### config.mk
export PLATFORM = sky130hd
export DESIGN_NAME = demux_dispatch_ctrl
export DESIGN_NICKNAME = d
export VERILOG_FILES = /design/src/rtl/demux_dispatch_pkg.sv /design/src/rtl/dispatch_rr_pick.sv /design/src/rtl/demux_dispatch_ctrl.sv
export SDC_FILE = /design/constraint.sdc
export NUM_CORES = 1
export LEC_CHECK = 0
export ABC_AREA = 1
export BUFFER_PORTS_ARGS = -buffer_cell sky130_fd_sc_hd__buf_2
export CAP_MARGIN = 15
export CORE_MARGIN = 2
export CORE_UTILIZATION = 47
export CTS_BUF_LIST = sky130_fd_sc_hd__clkbuf_2
export DETAILED_ROUTE_END_ITERATION = 12
export PLACE_DENSITY = 0.77
export SYNTH_ARGS = -nofsm -noshare
export SYNTH_HDL_FRONTEND = slang
export SYNTH_HIERARCHICAL = 1
export SYNTH_SLANG_ARGS = --single-unit
### constraint.sdc
create_clock -name clk -period 1.93 [get_ports clk]
set_input_delay 0.386 -clock clk [delete_from_list [all_inputs] [get_ports clk]]
set_output_delay 0.386 -clock clk [all_outputs]
set_load 0.05 [all_outputs]
### src/rtl/demux_dispatch_pkg.sv
// Shared types and constants for the 1-to-4 demux dispatch controller.
package demux_dispatch_pkg;
  localparam int NUM_CH = 4;
  localparam int SEL_W  = 2;

  typedef enum logic {IDLE = 1'b0, HOLD = 1'b1} state_t;

  localparam logic MODE_DIRECTED = 1'b0;
  localparam logic MODE_RR       = 1'b1;

  function automatic logic [NUM_CH-1:0] sel2onehot(input logic [SEL_W-1:0] s);
    logic [NUM_CH-1:0] oh;
    oh    = '0;
    oh[s] = 1'b1;
    return oh;
  endfunction
endpackage

### src/rtl/dispatch_rr_pick.sv
// Round-robin channel picker: first enabled channel at or after ptr, wrapping 3->0.
module dispatch_rr_pick
  import demux_dispatch_pkg::*;
(
  input  logic [SEL_W-1:0]  ptr,
  input  logic [NUM_CH-1:0] chan_en,
  output logic [SEL_W-1:0]  idx,
  output logic              found
);
  logic [SEL_W-1:0] cand;

  // Walk offsets from far to near so the nearest enabled channel wins.
  always_comb begin
    idx   = ptr;
    found = 1'b0;
    cand  = ptr;
    for (int i = NUM_CH - 1; i >= 0; i--) begin
      cand = ptr + SEL_W'(i);
      if (chan_en[cand]) begin
        idx   = cand;
        found = 1'b1;
      end
    end
  end
endmodule

### src/rtl/demux_dispatch_ctrl.sv
// Dispatch controller for the 1-to-4 demux: one-entry hold buffer, directed/RR steering,
// saturating per-channel counters. Optional hold timeout under DEMUX_DISPATCH_TIMEOUT_EN.
module demux_dispatch_ctrl
  import demux_dispatch_pkg::*;
#(
  parameter int DATA_W  = 32,
  parameter int COUNT_W = 8,
  parameter int TIMEOUT = 16
) (
  input  logic                      clk,
  input  logic                      reset,
  input  logic                      mode,
  input  logic [NUM_CH-1:0]         chan_en,
  input  logic                      in_valid,
  output logic                      in_ready,
  input  logic [DATA_W-1:0]         in_data,
  input  logic [SEL_W-1:0]          in_dest,
  output logic [NUM_CH-1:0]         out_valid,
  input  logic [NUM_CH-1:0]         out_ready,
  output logic [DATA_W-1:0]         out_data,
  output logic [SEL_W-1:0]          out_sel,
  output logic                      err_pulse,
  input  logic                      cnt_clr,
  output logic [NUM_CH*COUNT_W-1:0] cnt_out
`ifdef DEMUX_DISPATCH_TIMEOUT_EN
  ,
  output logic                      drop_pulse
`endif
);
  state_t                          state, state_nx;
  logic [SEL_W-1:0]                rr_ptr, pick_idx, tgt;
  logic                            pick_found, chan_avail, out_hs;
  logic                            accept, bad_dest, load, timeout;
  logic [NUM_CH-1:0][COUNT_W-1:0]  cnt;

  if (TIMEOUT < 1) begin : g_timeout_must_be_positive
  end

  dispatch_rr_pick u_pick (
    .ptr     (rr_ptr),
    .chan_en (chan_en),
    .idx     (pick_idx),
    .found   (pick_found)
  );

  assign chan_avail = (mode == MODE_RR) ? pick_found : 1'b1;
  assign out_hs     = (state == HOLD) & out_ready[out_sel];
  // Refill in the same cycle the held item drains, so the consumer sees 1 item/cycle.
  assign in_ready   = ~reset & ((state == IDLE) | out_hs) & chan_avail;
  assign accept     = in_valid & in_ready;
  assign tgt        = (mode == MODE_RR) ? pick_idx : in_dest;
  assign bad_dest   = (mode == MODE_DIRECTED) & ~chan_en[in_dest];
  assign load       = accept & ~bad_dest;
  assign out_valid  = (state == HOLD) ? sel2onehot(out_sel) : '0;
  assign cnt_out    = cnt;

`ifdef DEMUX_DISPATCH_TIMEOUT_EN
  localparam int HC_W = $clog2(TIMEOUT + 1);
  logic [HC_W-1:0] hold_cnt;

  assign timeout = (state == HOLD) & ~out_hs & (hold_cnt == HC_W'(TIMEOUT - 1));

  always_ff @(posedge clk) begin
    if (reset) begin
      hold_cnt   <= '0;
      drop_pulse <= 1'b0;
    end else begin
      drop_pulse <= timeout;
      if (load)
        hold_cnt <= '0;
      else if ((state == HOLD) & ~out_hs)
        hold_cnt <= hold_cnt + 1'b1;
    end
  end
`else
  assign timeout = 1'b0;
`endif

  always_ff @(posedge clk) begin
    if (reset) state <= IDLE;
    else       state <= state_nx;
  end

  always_comb begin
    state_nx = state;
    case (state)
      IDLE:    if (load) state_nx = HOLD;
      HOLD: begin
        if (load)                   state_nx = HOLD;
        else if (out_hs | timeout)  state_nx = IDLE;
      end
      default: state_nx = IDLE;
    endcase
  end

  // Directed items never move the pointer; only a loading RR pick advances it.
  always_ff @(posedge clk) begin
    if (reset) begin
      out_data  <= '0;
      out_sel   <= '0;
      rr_ptr    <= '0;
      err_pulse <= 1'b0;
    end else begin
      err_pulse <= accept & bad_dest;
      if (load) begin
        out_data <= in_data;
        out_sel  <= tgt;
        if (mode == MODE_RR) rr_ptr <= pick_idx + 1'b1;
      end
    end
  end

  always_ff @(posedge clk) begin
    if (reset | cnt_clr) begin
      cnt <= '0;
    end else if (out_hs) begin
      for (int k = 0; k < NUM_CH; k++)
        if ((out_sel == SEL_W'(k)) && (cnt[k] != '1))
          cnt[k] <= cnt[k] + 1'b1;
    end
  end
endmodule

== Yosys cells after proc, flatten, opt, wreduce, memory -nomap -nowiden ==
Cells that the tools add are included.

* Bits in latches: 0
* Bits of input ports: 47
* RAM bits: 0
* Memory bits (read-only): 0
* Flip-flop bits (word level): 70
* Memories: 0
* Output and inout bits: 72

* Eq/ne operators: 7
* Shifts and indexed selects: 0
* Bitwise logic cells: 14
* Multiplexer cells: 29
* Add/subtract/negate cells: 8
* Div/mod/pow operators: 0
* Reductions and logical operators: 11
* Magnitude comparators: 7
* Multiply operators: 0

{| class="wikitable"
|+ Operators by type and width
! operator !! number
|-
| 8-bit by 1-bit adder with 8-bit output, second input constant || 4
|-
| 8-bit inequality test, second input constant || 4
|-
| 2-bit by 3-bit < comparator with 1-bit output, second input constant || 6
|-
| 1-bit 2-to-1 mux || 15
|-
| 1-bit binary-select mux with 2-bit select || 6
|-
| 2-bit 2-to-1 mux || 5
|-
| 2-bit AND reduction || 5
|-
| 1-bit bitwise AND || 7
|-
| 1-bit logical AND || 5
|-
| 1-bit inverter || 5
|-
| 2-bit by 1-bit adder with 2-bit output, second input constant || 2
|-
| 2-bit adder, second input constant || 2
|-
| 2-bit == test, second input constant || 2
|-
| 4-bit 2-to-1 mux || 1
|-
| 1-bit demux with 2-bit select || 1
|-
| 2-bit by 1-bit == test with 1-bit output, second input constant || 1
|-
| 2-bit by 1-bit greater-or-equal comparator with 1-bit output, second input constant || 1
|-
| 2-bit zero test || 1
|-
| 1-bit bitwise OR || 2
|-
| 1-bit case mux with 2 select lines || 1
|}

== Logic depth before layout (Yosys ltp) ==
Gate-level depths: netlist of run 1.

* Word-level depth: 13
* Gate-level depth with buffers: 15
* Mapped depth without buffers: 14

== Modules after synthesis ==
Netlist of run 1, hierarchy kept.

{| class="wikitable"
|+ By module, submodules not included
! module !! instances !! area an instance (um^2) !! cells each
|-
| demux_dispatch_ctrl || 1 || 3293.2 || 495
|-
| dispatch_rr_pick || 1 || 234.0 || 53
|}

== Worst setup path after synthesis of run 1 ==
No wires, ideal clock.

* Kind: flip-flop to flip-flop
* Start: reg out_sel[1]
* End: reg cnt (netlist bit cnt_out[19])
* Buffers on the path: 0
* Stages on the path, launching flop included: 7
* Setup time: 64 ps
* Clock period less this slack: 2874 ps
* Slack: -944 ps
* Data arrival time: 2810 ps
* Path through: dfxtp_1 inv_1 nor3_1 nand3_1 o21ai_0 nand2_1 nor2_1

* Cells in the longest elaborated chain, start to end: 4
* Elaborated cells between the ends (all ways): 6
* Those cells by class: eq/ne: 1; mux: 2; bitwise: 1; reduce/logical: 2

{| class="wikitable"
|+ Ends and longest elaborated chain
! item !! RTL line !! text
|-
| from (decl) || demux_dispatch_ctrl.sv:21 || <nowiki>output logic [SEL_W-1:0] out_sel,</nowiki>
|-
| from (signal assigned) || demux_dispatch_ctrl.sv:107 || <nowiki>out_sel <= tgt;</nowiki>
|-
| 1-bit binary-select mux with 2-bit select || demux_dispatch_ctrl.sv:47 || <nowiki>assign out_hs = (state == HOLD) & out_ready[out_sel];</nowiki>
|-
| 1-bit 2-to-1 mux (not written as such) || demux_dispatch_ctrl.sv:47 ||
|-
| 1-bit bitwise AND || demux_dispatch_ctrl.sv:47 ||
|-
| 2-bit AND reduction (no line) (*) || -- ||
|-
| to (signal, indexed assignment) || demux_dispatch_ctrl.sv:119 || <nowiki>cnt[k] <= cnt[k] + 1'b1;</nowiki>
|-
| to (decl) || demux_dispatch_ctrl.sv:34 || <nowiki>logic [NUM_CH-1:0][COUNT_W-1:0] cnt;</nowiki>
|}

Every way passes the cells marked *; elsewhere a longest branch is shown, timed or not. The select of a mux whose other input is x is not followed.
A chain may end at the register's enable or synchronous reset.

== Final worst setup path of run 1 ==
* Start: reg rr_ptr[1]
* End: out in_ready

* Cells in the longest elaborated chain, start to end: 9
* Elaborated cells between the ends (all ways): 17
* Those cells by class: add/sub: 3; mux: 13; bitwise: 1

{| class="wikitable"
|+ Ends and longest elaborated chain
! item !! RTL line !! text
|-
| from (decl) || demux_dispatch_ctrl.sv:31 || <nowiki>logic [SEL_W-1:0] rr_ptr, pick_idx, tgt;</nowiki>
|-
| from (signal assigned) || demux_dispatch_ctrl.sv:108 || <nowiki>if (mode == MODE_RR) rr_ptr <= pick_idx + 1'b1;</nowiki>
|-
| 2-bit adder || dispatch_rr_pick.sv:18 || <nowiki>cand = ptr + SEL_W'(i);</nowiki>
|-
| 1-bit binary-select mux with 2-bit select || dispatch_rr_pick.sv:19 || <nowiki>if (chan_en[cand]) begin</nowiki>
|-
| 1-bit 2-to-1 mux (not written as such) || dispatch_rr_pick.sv:19 ||
|-
| 1-bit 2-to-1 mux (3 in series) || dispatch_rr_pick.sv:19 ||
|-
| 1-bit 2-to-1 mux (*) || dispatch_rr_pick.sv:19 ||
|-
| named net pick_found || demux_dispatch_ctrl.sv:32 || <nowiki>logic pick_found, chan_avail, out_hs;</nowiki>
|-
| 1-bit 2-to-1 mux (*) || demux_dispatch_ctrl.sv:46 || <nowiki>assign chan_avail = (mode == MODE_RR) ? pick_found : 1'b1;</nowiki>
|-
| 1-bit bitwise AND (*) || demux_dispatch_ctrl.sv:49 || <nowiki>assign in_ready = ~reset & ((state == IDLE) | out_hs) & chan_avail;</nowiki>
|-
| to (decl) || demux_dispatch_ctrl.sv:15 || <nowiki>output logic in_ready,</nowiki>
|}

The timed path passes the listed nets; every way through them passes the cells marked *. The select of a mux whose other input is x is not followed.

==> results of run 1 <==
[through the flow]
step / setup TNS, ns / util, % / worst slack (ns) / cell area [µm²] / instances
global placement: 0 / 59.2 / 0.0126 / 4290 / 760
floorplan: -0.00118 / - / -0.000592 / 3570 / 548
finish: -0.633 / 62.9 / -0.343 / 4560 / 784
CTS: -0.333 / 61.0 / -0.333 / 4430 / 777
detailed placement: -0.442 / 59.2 / -0.0783 / 4290 / 760
global route: -6.33 / 62.9 / -0.519 / 4560 / 784
[placed cells by master (no fill, tap or decap), drive strengths merged]
cell | Yosys | layout
inv | 72 | 72
o21ai | 14 | 14
o21bai | 1 | 1
nand4 | 8 | 8
a21boi | 1 | 1
o211ai | 1 | 1
dfxtp | 70 | 70
a21oi | 27 | 27
nor2 | 97 | 97
ha | 4 | 4
nand3 | 26 | 26
clkinvlp | 0 | 2
clkinv | 1 | 5
nand2 | 179 | 179
xor2 | 12 | 12
xnor2 | 7 | 7
buf | 9 | 135
clkbuf | 5 | 10
nor3 | 14 | 14
[layout make-up]
type / count / area, µm²
clock inverters: 6 / 38.8
repair buffers: 135 / 769
flip-flops and latches: 70 / 1420
multi-input cells: 391 / 1880
fillers: 692 / 2690
well taps: 99 / 124
inverters: 73 / 284
clock buffers: 10 / 50.0
[timing repair]
item / 4_1_cts / 5_1_grt
pin swaps: 2 / 13
setup endpoints to repair: 37 / 42
buffers inserted: 1 / 7
resized for setup: 15 / 30
endpoints found under the hold margin: 0 / 0
[tightest hold or removal path: stages]
cell and delay (ns):
sky130_fd_sc_hd__buf_2 0.07, sky130_fd_sc_hd__nor2_1 0.03, sky130_fd_sc_hd__nor2_1 0.08
[power groups by stage]
stage	registers (mW)	logic, mW	clock network [mW]
2_1_floorplan	1.78	0.304	0
3_3_place_gp	1.58	0.667	0
3_5_place_dp	1.58	0.682	0
4_1_cts	1.55	0.691	0.733
5_1_grt	1.56	0.809	0.788
6_report	1.55	0.742	0.712
[worst paths after layout]
path | slack [ns] | depth (start not counted) | end
setup / recovery | -0.34 | 12 | in_ready
hold / removal | 0.1 | 3 | out_data[18]
setup reg to reg | -0.03 | 15 | out_data[15]
hold reg to reg | 0.51 | 2 | cnt_out[15]
[registers in the layout, summed over array words and instances (netlist names)]
signal,flops
err_pulse,1
out_data,32
cnt_out,32
rr_ptr,2
out_sel,2
state,1
[metal layers]
metal / vias to the layer above / track usage [%] / share of wire, %
li1: 1944 / - / -
met1: 1689 / 24.1 / 45
met2: 127 / 36.2 / 46
met3: 24 / 5.93 / 6.8
met4: 0 / 9.87 / 2.5
met5: - / 0 / 0
[kinds of logic (layout without fill, tap and decap cells)]
kind of cell,after synthesis,in the layout,synth area share (%)
AO/OA/AOI/OAI,44,44,6.60
XOR/XNOR,19,19,4.72
adder cells (fa/ha/maj),4,4,1.42
buffers and inverters,87,224,9.97
flip-flops,70,70,39.7
AND/OR/NAND/NOR,324,324,37.6
==> flow_summary.toml, run 1 <==
[critical_path]
crit_start = "rr_ptr[1]"
worstPathMaxFanout = 6
start_kind = "flop"
path_cells = "inv_6, nand2_2, nand2_2, nand2_2, nand2_2, nor2_2, nand3_2, nor2_2, nor2_2, nand2_1, inv_2, buf_8"
worst-path-buf-inv = 3
cp_data_required_time_ns = 1.54
crit_path_frequent_cell = "sky130_fd_sc_hd__nand2_2"
path_delay_family = "simple AND/OR/NAND/NOR gates"
timing.critical_path.to_type = "output pin"
worst_ep_arrival_time_ns = 1.89
critPathKind = "flop to output pin"
slowest_delay_ns = 0.45
timing.critical_path.slowest_stage_cell = "sky130_fd_sc_hd__dfxtp_4"
regToRegStartpoint = "rr_ptr[1]"

[clocking]
postCtsHoldBufs = 0
root_buffer = "sky130_fd_sc_hd__clkbuf_2"
cts_sinks = 70
cts_tree = "done"
cts-buffers-inserted = 9
clock_latency_ns = 0.49
h-tree-depth = 3
clock_path_buffers = 2
worst_setup_hold_path_clk_slew_ns = 0.21

[timing]
fin_skew_ns = 0.0218
finalHoldWorstSlack_ns = 0.0957
fin_crit_sh_pct = 118
post-route-min-period_ns = 2.27
rsz0062_at_grt = "yes"
hold_viol_final = 0
maxSlewHeadroom_pct = 55.4
achievable-frequency_mhz = 440
worst_pin_slew_ns = 0.668
finalSetupViolCount = 31
timing.final.ws_setup_ns = -0.343
report.final.slew_viol_count = 0

[grt]
grt_first_pass_wirelength_um = 14300
grt_antenna_before_repair = 0
via_count_of_the_first_global_routing_pass = 3526
globalRouteOverflowTotal = 0
globalRouteTotalUtil_pct = 21.0
grt_start_max_net_pins = 70

[cells_and_area]
flow.area_growth_from_synthesis_pct = 29.4
layout-drive-gt1-share_pct = 28.2
design.final.nets = 731
insertedDiodeCount = 0

[logic_synthesis]
mappedNetlistNets = 599
number_of_synthesized_flops_with_an_enable_pin = 0
yosys.area.top_type = "sky130_fd_sc_hd__dfxtp_1"
synth_commonest_cells = "177 x sky130_fd_sc_hd__nand2_1, 94 x sky130_fd_sc_hd__nor2_1, 70 x sky130_fd_sc_hd__dfxtp_1, 67 x sky130_fd_sc_hd__inv_1, 27 x sky130_fd_sc_hd__a21oi_1"
cell_count_after_synthesis = 548
async_reset_ff_share_pct = 0
synth_most_common_cell = "sky130_fd_sc_hd__nand2_1"
syn_area_mm2 = 0.00353
synth_area_per_cell_um2 = 6.44
synth-seq-area-share_pct = 39.7
postSynthRegisterBits = 70
synth.yosys.warnings = 6
postSynth.topFlopCell = "sky130_fd_sc_hd__dfxtp_1"
yosysUniqueCellTypes = 29
synth.top_cells.by_area = "sky130_fd_sc_hd__dfxtp_1 40%, sky130_fd_sc_hd__nand2_1 19%, sky130_fd_sc_hd__nor2_1 10%"
post-synth-top-area-fraction_pct = 39.7

[run_status]
result_of_the_run = "complete, but fails checks"
violations_in_the_final_reports = "negative setup slack"

[floorplan]
fp.coreArea_mm2 = 0.00725
start_util_pct = 48.6
io_pins = 119
fp.dieArea_mm2 = 0.00821
rows = 31
fp.dieH_um = 90.6
chipWidth_um = 90.6

[route]
ant_nets = 0
wl_per_cell_um = 11.4
first_pass_iters = 4
drt_first_iter_violations = 135
drc_errors = 0
routed_wirelength_um = 8980
route.vias.total = 3784
avgViaCountPerCell = 4.83

[pwr]
fin_total_pwr_mw = 3.00
switching_portion_of_total_power_pct = 36.7
power_frac_seq_pct = 51.6
share_of_total_power_in_combinational_logic_pct = 24.7
power.share.clock_pct = 23.7
max-vdd-ir-drop_mv = 0.391
leakagePower_nw = 2.39
power.density_mw_per_mm2 = 658
net-switching-power_mw = 1.10
p_int_mw = 1.90

[placed_design]
gp_congestion = 0.876
port_buffers = 118
post-dp-hpwl_um = 6410

[worst_hold_path]
worstHoldStart = "in_data[18]"
holdCritPathClass = "input port to flop"

[job]
number_of_max_cap_violations = 0
Power figures use the tool's default switching activity.
==> run 2, diff against run 1 <==
- ABC_AREA: 1 -> default
- PLACE_DENSITY: 0.77 -> 0.78
==> run 2 against run 1 <==
The run still ends with negative setup slack left; first-iteration DRC count is 43% lower; sequential share of layout area is 0.76 points higher; die area is 1.6% lower; cell count is 27% lower; global-route usage is 1.3 points lower; non-clock buffer count is 7 higher; total power is 4.5% higher.
==> flow_summary.toml, run 2 <==
[run_status]
result_of_the_run = "complete, but fails checks"
violations_in_the_final_reports = "negative setup slack"

[critical_path]
worst-path-buf-inv = 1
timing.critical_path.to_type = "output pin"
critPathKind = "flop to output pin"
regToRegStartpoint = "rr_ptr[0]"
start_kind = "flop"
worst_ep_arrival_time_ns = 1.68
rr_endpoint = "out_sel[1]"
timing.critical_path.slowest_stage_cell = "sky130_fd_sc_hd__dfxtp_4"
path_delay_family = "flip-flops"
reg2reg_depth = 5
cp.depth = 4
cp_data_required_time_ns = 1.54
worstPathMaxFanout = 5
path_cells = "mux2i_2, a32o_2, nor3b_4, buf_6"
timing.reg2reg.setup_slack_ns = 0.26
slowest_delay_ns = 0.40

[grt]
grt_first_pass_wirelength_um = 13200
globalRouteTotalUtil_pct = 19.8
gr-usage-met2_pct = 34.5
via_count_of_the_first_global_routing_pass = 2885
grt_antenna_before_repair = 0
globalRouteOverflowTotal = 0
top_usage_layer = "met2"
grt_start_max_net_pins = 18
use_met1_pct = 22.9
grt_use_met3_pct = 6.96

[floorplan]
start_util_pct = 48.1
fp.coreArea_mm2 = 0.00721
fp.dieArea_mm2 = 0.00809
io_pins = 119
fp.dieH_um = 89.9
rows = 31
chipWidth_um = 89.9

[timing]
worst_pin_slew_ns = 0.397
timing.final.ws_setup_ns = -0.137
setup-tns-final_ns = -0.137
achievable-frequency_mhz = 484
fin_crit_sh_pct = 107
hold_viol_final = 0
finalSetupViolCount = 1
post-route-min-period_ns = 2.07
fin_skew_ns = 0.0228
maxSlewHeadroom_pct = 73.3
report.final.slew_viol_count = 0
rsz0062_at_grt = "yes"

[placed_design]
post-dp-hpwl_um = 5970
gp_congestion = 0.882
placed_cells_incl_taps = 553
placed_cell_area_mm2 = 0.00423
preCtsSetupSlack_ns = -0.123
port_buffers = 118

[route]
avgViaCountPerCell = 5.24
drt_first_iter_violations = 77
first_pass_iters = 4
ant_nets = 0
drc_errors = 0
routed_wirelength_um = 7980
wl_per_cell_um = 13.9
route.vias.total = 3007

[cells_and_area]
layout.area.seq_mm2 = 0.00141
filler_cell_count = 667
final_cell_count_no_fill = 574
layout.cell_area.non_filler_mm2 = 0.00443
design.final.nets = 521
multi_input_area_mm2 = 0.00195
layout-drive-gt1-share_pct = 43.6
mostFrequentLayoutCell = "sky130_fd_sc_hd__buf_2"
flow.area_growth_from_synthesis_pct = 27.6
insertedDiodeCount = 0
layout.cells.most_common_list = "116 x sky130_fd_sc_hd__buf_2, 67 x sky130_fd_sc_hd__dfxtp_1, 34 x sky130_fd_sc_hd__nor2b_1"

[clocking]
worst_setup_hold_path_clk_slew_ns = 0.19
h-tree-depth = 3
root_buffer = "sky130_fd_sc_hd__clkbuf_2"
cts_tree = "done"
cts-buffers-inserted = 9
postCtsHoldBufs = 0
cts_sinks = 70
clock_path_buffers = 2
clock_latency_ns = 0.48

[logic_synthesis]
synth_area_per_cell_um2 = 10.4
yosys.area.top_type = "sky130_fd_sc_hd__dfxtp_1"
synth_most_common_cell = "sky130_fd_sc_hd__dfxtp_1"
post-synth-top-area-fraction_pct = 40.4
postSynthRegisterBits = 70
cell_count_after_synthesis = 335
number_of_synthesized_flops_with_an_enable_pin = 0
mappedNetlistNets = 386
synth.top_cells.by_area = "sky130_fd_sc_hd__dfxtp_1 40%, sky130_fd_sc_hd__mux2_4 13%, sky130_fd_sc_hd__nor2b_1 6.5%"
syn_area_mm2 = 0.00347
synth_commonest_cells = "70 x sky130_fd_sc_hd__dfxtp_1, 36 x sky130_fd_sc_hd__nor2b_1, 29 x sky130_fd_sc_hd__mux2_4, 28 x sky130_fd_sc_hd__nor2_1, 20 x sky130_fd_sc_hd__xor2_1"
synth-seq-area-share_pct = 40.4
postSynth.topFlopCell = "sky130_fd_sc_hd__dfxtp_1"
async_reset_ff_share_pct = 0
synth.yosys.warnings = 6
yosysUniqueCellTypes = 49

[pwr]
power.density_mw_per_mm2 = 709
leakagePower_nw = 2.12
fin_total_pwr_mw = 3.14
max-vdd-ir-drop_mv = 0.462

[job]
number_of_max_cap_violations = 0

[worst_hold_path]
worstHoldPathCells = 2
worstHoldStart = "in_data[17]"
hold_ep = "out_data[17]"
holdCritPathClass = "input port to flop"
==> run 2: cell types whose count changed in the layout (fill, tap and decap cells not counted), sizes merged, moves of 21 or more <==
cell   previous run  this run
nor2             97        28
nor2b             0        36
a21oi            27         6
mux2              0        32
nand2           179        16
inv              72         1
==> run 2: timing repair <==
item                                    4_1_cts  5_1_grt
buffers inserted                              5        0
endpoints found under the setup margin        4        2
pin swaps                                     2        0
resized for setup                             9        1
==> run 2: power by group <==
part | internal (mW) | switching [mW]
clock network | 0.442 | 0.492
logic | 0.264 | 0.392
registers | 1.51 | 0.0369
total | 2.22 | 0.921
==> run 2: worst reg2reg max path: stages (launching register included) <==
cell and delay [ns]:
sky130_fd_sc_hd__dfxtp_1 0.41, sky130_fd_sc_hd__and2b_2 0.23, sky130_fd_sc_hd__or4_1 0.49, sky130_fd_sc_hd__nand2_1 0.10, sky130_fd_sc_hd__mux2i_1 0.10, sky130_fd_sc_hd__a311oi_1 0.26
==> run 2: logic make-up after synthesis <==
logic type                 Yosys count  share of synthesized area (%)
adders and majority gates            4                           1.44
xor gates and xnor gates            21                           5.30
DFF                                 70                           40.4
buffers and inverters               19                           4.00
and+or+nand+nor                    133                           22.1
muxes                               40                           16.2
AOI/OAI and AO/OA                   48                           10.6
==> run 2: stage by stage <==
step / hold WS (ns) / utilization (%)
after CTS: 0.0562 / 61.3
after detailed placement: 0.518 / 58.7
after global routing: 0.0527 / 61.4
final: 0.115 / 61.4
after global placement: 0.501 / 58.7
after floorplan: 0.529 / -
==> run 2: final cells by class <==
type                            count  share of cell area (%)
Inverter                            1                  0.0848
Clock inverter                      4                    1.61
Timing Repair Buffer              142                    18.2
Tap cell                           99                    2.80
Sequential cell                    70                    31.9
Clock buffer                       12                    1.36
Multi-Input combinational cell    246                    44.1
==> run 2: worst max path at each step <==
| stage | start | to | slack [ns] |
|---|---|---|---|
| final | out_sel[0] | in_ready | -0.14 |
| after global routing | out_sel[0] | in_ready | -0.27 |
| after CTS | out_sel[0] | in_ready | -0.19 |
| after detailed placement | in_dest[0] | out_data[9] | -0.12 |
| after global placement | in_dest[0] | out_data[9] | -0.11 |
| after floorplan | out_sel[0] | in_ready | -0.06 |
==> run 2: layer usage <==
layer / part of all wire [%] / up-vias / routed length, µm
met1: 43 / 1401 / 3430
met5: 0 / - / 0
li1: - / 1484 / -
met3: 7.9 / 11 / 633
met4: 1.3 / 0 / 102
met2: 48 / 111 / 3810
==> run 3, diff against run 2 <==
- CORE_MARGIN: 2 -> default
- CORE_UTILIZATION: 47 -> 30
- PLACE_DENSITY: 0.78 -> 0.53
==> run 3 against run 2 <==
The flow still finishes with violations (negative setup slack); sequential share of layout area is 2.5 points lower; critical path depth stayed put; worst setup slack worse by 0.039 ns; global-route usage is 4.8 points lower; cell count is 12% higher; sequential power hardly changed; flip-flop and latch count stayed put.
==> flow_summary.toml, run 3 (synthesis gave the netlist of run 2 again) <==
[run_status]
result_of_the_run = "complete, but fails checks"
violations_in_the_final_reports = "negative setup slack"

[floorplan]
start_util_pct = 31.5
fp.coreArea_mm2 = 0.0110
rows = 38
fp.dieArea_mm2 = 0.0120
chipWidth_um = 110
fp.dieH_um = 110
io_pins = 119

[timing]
report.final.slew_viol_count = 0
timing.final.ws_setup_ns = -0.176
finalSetupViolCount = 3
achievable-frequency_mhz = 475
hold_viol_final = 0
maxSlewHeadroom_pct = 72.4
fin_skew_ns = 0.0231
fin_crit_sh_pct = 109
rsz0062_at_grt = "yes"
post-route-min-period_ns = 2.11
worst_pin_slew_ns = 0.412

[critical_path]
worst_ep_arrival_time_ns = 1.72
start_kind = "flop"
worstPathMaxFanout = 5
cp_data_required_time_ns = 1.54
timing.critical_path.to_type = "output pin"
critPathKind = "flop to output pin"

[cells_and_area]
mostFrequentLayoutCell = "sky130_fd_sc_hd__buf_2"
insertedDiodeCount = 0
layout-drive-gt1-share_pct = 42.2
flow.area_growth_from_synthesis_pct = 38.5
design.final.nets = 551
layout.cells.most_common_list = "112 x sky130_fd_sc_hd__buf_2, 67 x sky130_fd_sc_hd__dfxtp_1, 33 x sky130_fd_sc_hd__nor2b_1"
utilization_pct = 43.6

[pwr]
fin_total_pwr_mw = 3.10
max-vdd-ir-drop_mv = 0.376
leakagePower_nw = 2.24
power.density_mw_per_mm2 = 645

[placed_design]
port_buffers = 118
post-dp-hpwl_um = 5980
gp_congestion = 0.786

[grt]
globalRouteTotalUtil_pct = 15.0
globalRouteOverflowTotal = 0
grt_start_max_net_pins = 26
grt_antenna_before_repair = 0
via_count_of_the_first_global_routing_pass = 3006
grt_first_pass_wirelength_um = 13700

[route]
wl_per_cell_um = 13.1
routed_wirelength_um = 8470
ant_nets = 0
route.vias.total = 3053
avgViaCountPerCell = 4.73
drc_errors = 0
drt_first_iter_violations = 131
first_pass_iters = 4

[clocking]
cts_sinks = 70
worst_setup_hold_path_clk_slew_ns = 0.17
root_buffer = "sky130_fd_sc_hd__clkbuf_2"
clock_path_buffers = 2
cts-buffers-inserted = 9
clock_latency_ns = 0.52
h-tree-depth = 3
cts_tree = "done"

[worst_hold_path]
holdCritPathClass = "input port to flop"

[job]
number_of_max_cap_violations = 0
==> run 3: changes by cell type in the layout (fill, tap and decap cells not counted), sizes merged <==
| cell | delta |
|---|---|
| bufinv | -1 |
| clkbuf | -1 |
| dlygate4sd3 | +28 |
| buf | +2 |
| clkinvlp | -1 |
| clkinv | +3 |
==> run 3: layout make-up <==
class / count / area, µm²
tap: 140 / 175
timing repair buffer: 172 / 1130
multi-input combinational: 246 / 1980
sequential: 70 / 1410
clock buffer: 11 / 55.1
inverter: 1 / 3.75
clock inverter: 5 / 50.0
fill: 1091 / 6220
==> run 3: path summary, 6_finish.rpt <==
path	startpoint	end	slack, ns	cells past startpoint
worst min register to register	cnt_out[31]	cnt_out[31]	0.52	1
worst min-delay path	in_data[5]	out_data[5]	0.1	2
worst max register to register	out_sel[1]	out_data[4]	0.12	8
worst max-delay path	out_sel[0]	in_ready	-0.18	4
==> run 3: repair_timing <==
action | CTS | global route
hold buffers | 27 | 1
hold endpoints to repair | 27 | 1
endpoints found under the setup margin | 4 | 6
gates resized for setup | 26 | 4
buffers inserted | 8 | 0
pin swaps | 2 | 0
==> run 3: report_power, final <==
| part | internal, mW | switching (mW) | total, mW |
|---|---|---|---|
| Sequential | 1.51 | 0.0348 | 1.54 |
| Combinational | 0.308 | 0.405 | 0.712 |
| Clock | 0.302 | 0.539 | 0.841 |
==> run 3: stage by stage <==
stage | hold slack [ns] | worst slack [ns] | setup TNS, ns | std cells | cell area (µm²)
detailed placement | 0.503 | -0.111 | -2.70 | 593 | 4260
finish | 0.0957 | -0.176 | -0.223 | 645 | 4810
CTS | 0.00350 | -0.269 | -0.555 | 644 | 4780
floorplan | 0.529 | -0.0597 | -0.0597 | 335 | 3490
global placement | 0.500 | -0.105 | -2.49 | 593 | 4260
global route | 0.00405 | -0.318 | -0.849 | 645 | 4810
==> run 3: per-layer routing <==
| layer | global-route usage [%] | share of wire, % |
|---|---|---|
| met1 | 16.8 | 44 |
| met2 | 25.0 | 46 |
| met3 | 6.88 | 8.0 |
| met4 | 5.33 | 1.5 |
| met5 | 0 | 0 |
==> run 3: worst max-delay path, stage by stage (launching register included) <==
cell and delay, ns:
sky130_fd_sc_hd__dfxtp_4 0.40, sky130_fd_sc_hd__mux2i_2 0.18, sky130_fd_sc_hd__a32o_2 0.27, sky130_fd_sc_hd__nor3b_4 0.18
sky130_fd_sc_hd__buf_6 0.18
